--- config.mk ---
export PLATFORM = sky130hd
export DESIGN_NAME = led_strip_engine
export DESIGN_NICKNAME = d
export VERILOG_FILES = /design/src/rtl/led_pkg.sv /design/src/rtl/led_bit_timer.sv /design/src/rtl/led_strip_engine.sv
export SDC_FILE = /design/constraint.sdc
export NUM_CORES = 1
export LEC_CHECK = 0
export BUFFER_PORTS_ARGS = -buffer_cell sky130_fd_sc_hd__buf_2
export CAP_MARGIN = 15
export CORE_ASPECT_RATIO = 0.8
export CORE_MARGIN = 8
export CORE_UTILIZATION = 65
export DETAILED_ROUTE_END_ITERATION = 16
export PLACE_DENSITY_LB_ADDON = 0.05
export SLEW_MARGIN = 5
export SYNTH_ARGS = -nofsm -noshare
export SYNTH_HDL_FRONTEND = slang
export SYNTH_SLANG_ARGS = --single-unit
--- constraint.sdc ---
create_clock -name clk -period 10.74 [get_ports clk]
set_clock_uncertainty 0.1 [all_clocks]
set_input_delay 1.074 -clock clk [delete_from_list [all_inputs] [get_ports clk]]
set_output_delay 1.074 -clock clk [all_outputs]
set_load 0.005 [all_outputs]
--- src/rtl/led_pkg.sv ---
// Shared types and helpers for the multi-channel serial LED strip engine.
package led_pkg;

   typedef enum logic [2:0] {
      ST_IDLE,
      ST_LOAD,
      ST_HIGH,
      ST_LOW,
      ST_LATCH
   } state_t;

   localparam int COL_G = 0;
   localparam int COL_R = 1;
   localparam int COL_B = 2;

   function automatic int buf_size(input int led_cnt, input int ch_cnt);
      return led_cnt * ch_cnt * (COL_B - COL_G + 1);
   endfunction

endpackage

--- src/rtl/led_bit_timer.sv ---
// Bit-period counter shared by all strings: TBIT wrap, high-time compares and end-of-bit flag.
module led_bit_timer #(
   parameter int T0H  = 8,
   parameter int T1H  = 16,
   parameter int TBIT = 25
) (
   input  logic clk,
   input  logic reset,
   input  logic i_en,
   output logic o_last,
   output logic o_high_end,
   output logic o_nxt_lt_t0h,
   output logic o_nxt_lt_t1h
);

   localparam int CNT_W = $clog2(TBIT);

   logic [CNT_W-1:0] r_cnt;
   logic [CNT_W-1:0] w_nxt;

   assign o_last     = (r_cnt == CNT_W'(TBIT - 1));
   assign o_high_end = (r_cnt == CNT_W'(T1H - 1));
   assign w_nxt      = o_last ? '0 : r_cnt + CNT_W'(1);

   // Compares look one count ahead so the per-channel outputs can be registered.
   assign o_nxt_lt_t0h = (w_nxt < CNT_W'(T0H));
   assign o_nxt_lt_t1h = (w_nxt < CNT_W'(T1H));

   always_ff @(posedge clk) begin
      if (reset) begin
         r_cnt <= '0;
      end else if (i_en) begin
         r_cnt <= w_nxt;
      end
   end

endmodule

--- src/rtl/led_strip_engine.sv ---
// Multi-channel WS2812-style driver: byte-addressed GRB buffer, lockstep serial
// transmission of all strings, brightness shift at load, latch gap with done pulse.
//
// state    | meaning
// ---------+----------------------------------------------------------
// ST_IDLE  | outputs low, buffer writable, waiting for start
// ST_LOAD  | one cycle: fetch next byte per channel, apply brightness
// ST_HIGH  | bit high phase, each string drops after its T0H/T1H
// ST_LOW   | bit low phase until end of TBIT, then next bit/byte/latch
// ST_LATCH | TRESET cycles low, then done pulse and back to idle
module led_strip_engine
   import led_pkg::*;
#(
   parameter int LED_CNT = 10,
   parameter int CH_CNT  = 2,
   parameter int T0H     = 8,
   parameter int T1H     = 16,
   parameter int TBIT    = 25,
   parameter int TRESET  = 1000,
   parameter int ADDR_W  = $clog2(CH_CNT * LED_CNT * 3)
) (
   input  logic              clk,
   input  logic              reset,
   input  logic              wr_en,
   input  logic [ADDR_W-1:0] wr_addr,
   input  logic [7:0]        wr_data,
   output logic              wr_err,
   input  logic              start,
   input  logic [2:0]        bright,
   output logic              busy,
   output logic              done,
   output logic [CH_CNT-1:0] led_o
);

   localparam int BUF_SZ   = buf_size(LED_CNT, CH_CNT);
   localparam int CH_BYTES = LED_CNT * (COL_B + 1);
   localparam int BYTE_W   = $clog2(CH_BYTES);
   localparam int LAT_W    = $clog2(TRESET + 1);

   state_t              r_state;
   logic [7:0]          r_buf [BUF_SZ];
   logic [7:0]          r_shift [CH_CNT];
   logic [2:0]          r_bit_cnt;
   logic [BYTE_W-1:0]   r_byte_idx;
   logic [LAT_W-1:0]    r_lat_cnt;
   logic                r_busy;
   logic                r_done;
   logic                r_wr_err;
   logic [CH_CNT-1:0]   r_led;

   logic w_wr_ok;
   logic w_timer_en;
   logic w_last;
   logic w_high_end;
   logic w_lt_t0h;
   logic w_lt_t1h;

   assign w_wr_ok    = wr_en && !r_busy && ({1'b0, wr_addr} < (ADDR_W + 1)'(BUF_SZ));
   assign w_timer_en = (r_state == ST_HIGH) || (r_state == ST_LOW);

   assign wr_err = r_wr_err;
   assign busy   = r_busy;
   assign done   = r_done;
   assign led_o  = r_led;

   led_bit_timer #(
      .T0H  (T0H),
      .T1H  (T1H),
      .TBIT (TBIT)
   ) u_bit_timer (
      .clk          (clk),
      .reset        (reset),
      .i_en         (w_timer_en),
      .o_last       (w_last),
      .o_high_end   (w_high_end),
      .o_nxt_lt_t0h (w_lt_t0h),
      .o_nxt_lt_t1h (w_lt_t1h)
   );

   always_ff @(posedge clk) begin
      if (reset) begin
         for (int i = 0; i < BUF_SZ; i++) r_buf[i] <= '0;
         r_wr_err <= 1'b0;
      end else begin
         r_wr_err <= wr_en && !w_wr_ok;
         if (w_wr_ok) r_buf[wr_addr] <= wr_data;
      end
   end

   always_ff @(posedge clk) begin
      if (reset) begin
         r_state    <= ST_IDLE;
         r_bit_cnt  <= '0;
         r_byte_idx <= '0;
         r_lat_cnt  <= '0;
         r_busy     <= 1'b0;
         r_done     <= 1'b0;
         r_led      <= '0;
         for (int c = 0; c < CH_CNT; c++) r_shift[c] <= '0;
      end else begin
         r_done <= 1'b0;
         r_led  <= '0;
         case (r_state)
            ST_IDLE: begin
               if (start) begin
                  r_state    <= ST_LOAD;
                  r_busy     <= 1'b1;
                  r_byte_idx <= '0;
               end
            end
            ST_LOAD: begin
               for (int c = 0; c < CH_CNT; c++)
                  r_shift[c] <= r_buf[ADDR_W'(c * CH_BYTES + int'(r_byte_idx))] >> bright;
               r_bit_cnt <= 3'd7;
               r_led     <= '1;
               r_state   <= ST_HIGH;
            end
            ST_HIGH: begin
               for (int c = 0; c < CH_CNT; c++)
                  r_led[c] <= r_shift[c][7] ? w_lt_t1h : w_lt_t0h;
               if (w_high_end) r_state <= ST_LOW;
            end
            ST_LOW: begin
               if (w_last) begin
                  if (r_bit_cnt != 3'd0) begin
                     for (int c = 0; c < CH_CNT; c++)
                        r_shift[c] <= {r_shift[c][6:0], 1'b0};
                     r_bit_cnt <= r_bit_cnt - 3'd1;
                     r_led     <= '1;
                     r_state   <= ST_HIGH;
                  end else if (r_byte_idx != BYTE_W'(CH_BYTES - 1)) begin
                     r_byte_idx <= r_byte_idx + BYTE_W'(1);
                     r_state    <= ST_LOAD;
                  end else begin
                     r_byte_idx <= '0;
                     r_lat_cnt  <= '0;
                     r_state    <= ST_LATCH;
                  end
               end
            end
            ST_LATCH: begin
               if (r_lat_cnt == LAT_W'(TRESET - 1)) begin
                  r_lat_cnt <= '0;
                  r_busy    <= 1'b0;
                  r_done    <= 1'b1;
                  r_state   <= ST_IDLE;
               end else begin
                  r_lat_cnt <= r_lat_cnt + LAT_W'(1);
               end
            end
            default: r_state <= ST_IDLE;
         endcase
      end
   end

endmodule

==> results.md <==
- Register area share after synthesis: between 60% and 70%
- Total I/O pin count: 26
- Seq cells post-synth: 564
- Data arrival, critical path: 4.63 ns
- Largest net degree at the start of global routing: 81
- CTS Hold Bufs: 0
- # clock sinks: 564
- GRT busiest layer: met1
- Post-route minimum period: 4.38 ns
- CP required: 10.99 ns
- Combinational share of power: roughly a tenth
- Clock power frac: about two fifths
- P&R area growth vs syn: 8.19%
- Slowest cell delay on critical path: 0.69 ns
- Setup bufs post-CTS: 0
- Endpoints failing setup: 0
- Final instance area: 29,900 um^2
- RSZ-0062 raised after global routing: false
- Clk_lat worst skew: 0.61 ns
- Clock root cell: clkbuf_16
- Switching power total: between 0.001 and 0.0015 W
- Cells after Synth: around 2,000
- Post-synth top area share: 57.4%
- Post-synth top cells: edfxtp_1 (528), and2_1 (485), mux4_2 (163)
- Critical path's slowest cell: dfxtp_4
- DIE HEIGHT: 200 um
- Routed Antenna Nets: 0
- DRT Pass-1 Iters: 6
- Outcome: completed
- Post-cts resize count: 0
- Leak: 10.7 nW
- Crit-path cells: inv_1 > ha_2 > buf_4 > clkinv_1 > and2_1 > a2111oi_0 > or4_1 > nor3b_1 > o32a_1 > a211o_1
- Total GRT Usage: between 20 and 30%
- Primary FF master, synth: edfxtp_1
- Fillers: 2,830
- Dpl cell area: about 28,000 um^2
- Cell Area, Synth: roughly 28,000 um^2
- CTS Buf Count: 55
- Fin util: 71.3%
- Clock Tree Buf Depth: 3
- Max Clk Rate: 229 MHz
- Global-route wire length before repair: 106,000 um
- Final hold vios: 0
- Worst hold margin: between 0.4 and 0.5 ns
- Max-slew headroom: 27.8%
- Startpoint Class: register
- Rows: 67
- Worst-margin pin slew: 1.08 ns
- CORE AREA: between 40,000 and 50,000 um^2
- Unique masters post-synth: 72
- Vias in the first global route: ~16,000
- DRT Wirelength: 71,800 um
- Hold WC Path Type: reg2reg
- Met3 GRT Util: 8.47%
- DRT iter0 DRCs: 2,336
- Final nets: between 1,500 and 2,000
- Post-synth EDFFs: 528
- Number of vias in the routed layout: 16,933
- Internal: between 0.003 and 0.004 W
- Yosys top cell by area: edfxtp_1
- DPL Wire Length: between 40,000 and 50,000 um
- Ratio of cells with drive above 1 in the final layout: 18.9%
- Sequential power share: 50.8%
- Via density: 6.65
- H-Tree Depth: 2
- PwrDens: 168 nW/um^2
- ANT cells: 0
- CTS tree: done
- Ys Warns: 0
- Setup tns final: 0 ns
- Pins Over Slew Limit: 0
- Die W: 246 um
- Routed len/inst: 28.2 um
- Syn Area/Cell: between 10 and 15 um^2
- Number of max-cap violations: 0
- Worst VDD drop: about 0.15 mV
- Non-Filler Instances: 2,546
- Setup Crit Path Kind: reg2reg
- Initial core utilization: 65.9%
- I/O Buffers: 25
- Final GP Congestion: 0.921
- Setup crit end kind: register
- Initial antenna violation count: 3
- M2 GR Usage: about two fifths
- Overflow after GRT: 0
- Die ar.: 49,400 um^2
- Clock-pin slew on the worst setup and hold paths: approximately 0.07 ns
- Top-count cell post-synth: edfxtp_1
- DRC: 0
- Placed Cells: 2,442
- Crit Path Max Fanout: 34
- Tcrit/Tclk final: 40.7%
- Post-synth ARST share: 0%
- GR Util met1: between 40% and 50%
- Switching share of total power: around a quarter
- Top post-synthesis cells by area: edfxtp_1 (57%), mux4_2 (13%), and2_1 (11%)
cell families (layout without fill, tap and decap cells):
group | count (synthesis) | in the layout | share of synthesized area (%)
mux | 230 | 230 | 15.8
fa+ha+maj | 10 | 10 | 0.453
compound gates | 124 | 124 | 3.11
xor+xnor | 16 | 16 | 0.508
simple gates | 852 | 852 | 17.5
buf+inv | 150 | 166 | 2.58
other cells | 1 | 32 | 0.0136
flops | 564 | 564 | 60.0
layout by cell type (no fill, tap or decap), types with 10 or more instances in the layout:
master,count
nand3_1,36
dfxtp_1,32
nand4_1,10
mux2i_1,57
mux2_2,10
or2_2,63
inv_1,14
a22oi_1,10
nand2_1,67
buf_4,21
conb_1,32
o21ai_0,19
clkbuf_1,13
clkbuf_16,55
clkinv_1,14
mux4_2,163
buf_2,25
nor3_1,16
a21oi_1,25
clkinv_2,11
and2_1,485
nor2_1,123
edfxtp_1,528
cell type report:
type	instances	area [um^2]	share of cell area, %
well taps	552	691	2.31
clock buffers	68	1430	4.77
inverters	16	60.1	0.201
clock inverters	35	332	1.11
multi-input cells	1264	10500	35.1
repair buffers	47	303	1.01
flip-flops and latches	564	16600	55.5
registers in the layout, summed over array words and instances, names as in the netlist, named ones only:
| register | flops |
|---|---|
| busy | 1 |
| done | 1 |
| led_o | 2 |
| r_bit_cnt | 3 |
| r_buf | 512 |
| r_byte_idx | 5 |
| r_lat_cnt | 10 |
| r_shift | 16 |
| r_state | 3 |
| u_bit_timer.r_cnt | 5 |
| wr_err | 1 |
power by group through the flow:
stage / Clock, W / Combinational, W / Sequential [W]
after global placement: 0 / 0.000516 / 0.00259
after detailed placement: 0 / 0.000524 / 0.00259
after floorplan: 0 / 0.000386 / 0.00255
after CTS: 0.00194 / 0.000526 / 0.00254
final: 0.00192 / 0.000535 / 0.00254
after global routing: 0.00201 / 0.000561 / 0.00255
path summary, 6_finish.rpt:
check,start,end,slack (ns),cells past startpoint
setup / recovery,r_byte_idx[1],r_shift[0][8],6.36,10
hold / removal,r_bit_cnt[1],r_bit_cnt[1],0.41,2
hold reg to reg,r_bit_cnt[1],r_bit_cnt[1],0.41,2
setup reg to reg,r_byte_idx[1],r_shift[0][8],6.36,10
metal layers:
| layer | part of all wire, % | vias to the layer above |
|---|---|---|
| li1 | - | 7197 |
| met5 | 0.057 | - |
| met3 | 12 | 131 |
| met2 | 44 | 1005 |
| met1 | 41 | 8594 |
| met4 | 2.5 | 6 |
stage by stage:
step	power, W	setup slack (ns)
after floorplan	0.00293	6.71
after global placement	0.00310	6.55
after detailed placement	0.00311	6.47
after CTS	0.00501	6.46
after global routing	0.00512	6.22
final	0.00500	6.36
worst max-delay path, delay by kind of cell, from the launching register on:
family	cells	cell delay, ns
buf+inv	3	1.11
compound gates	3	1.00
flops	1	0.69
simple gates	3	0.60
fa+ha+maj	1	0.60
Note: power is estimated with default switching activity, not from simulation.
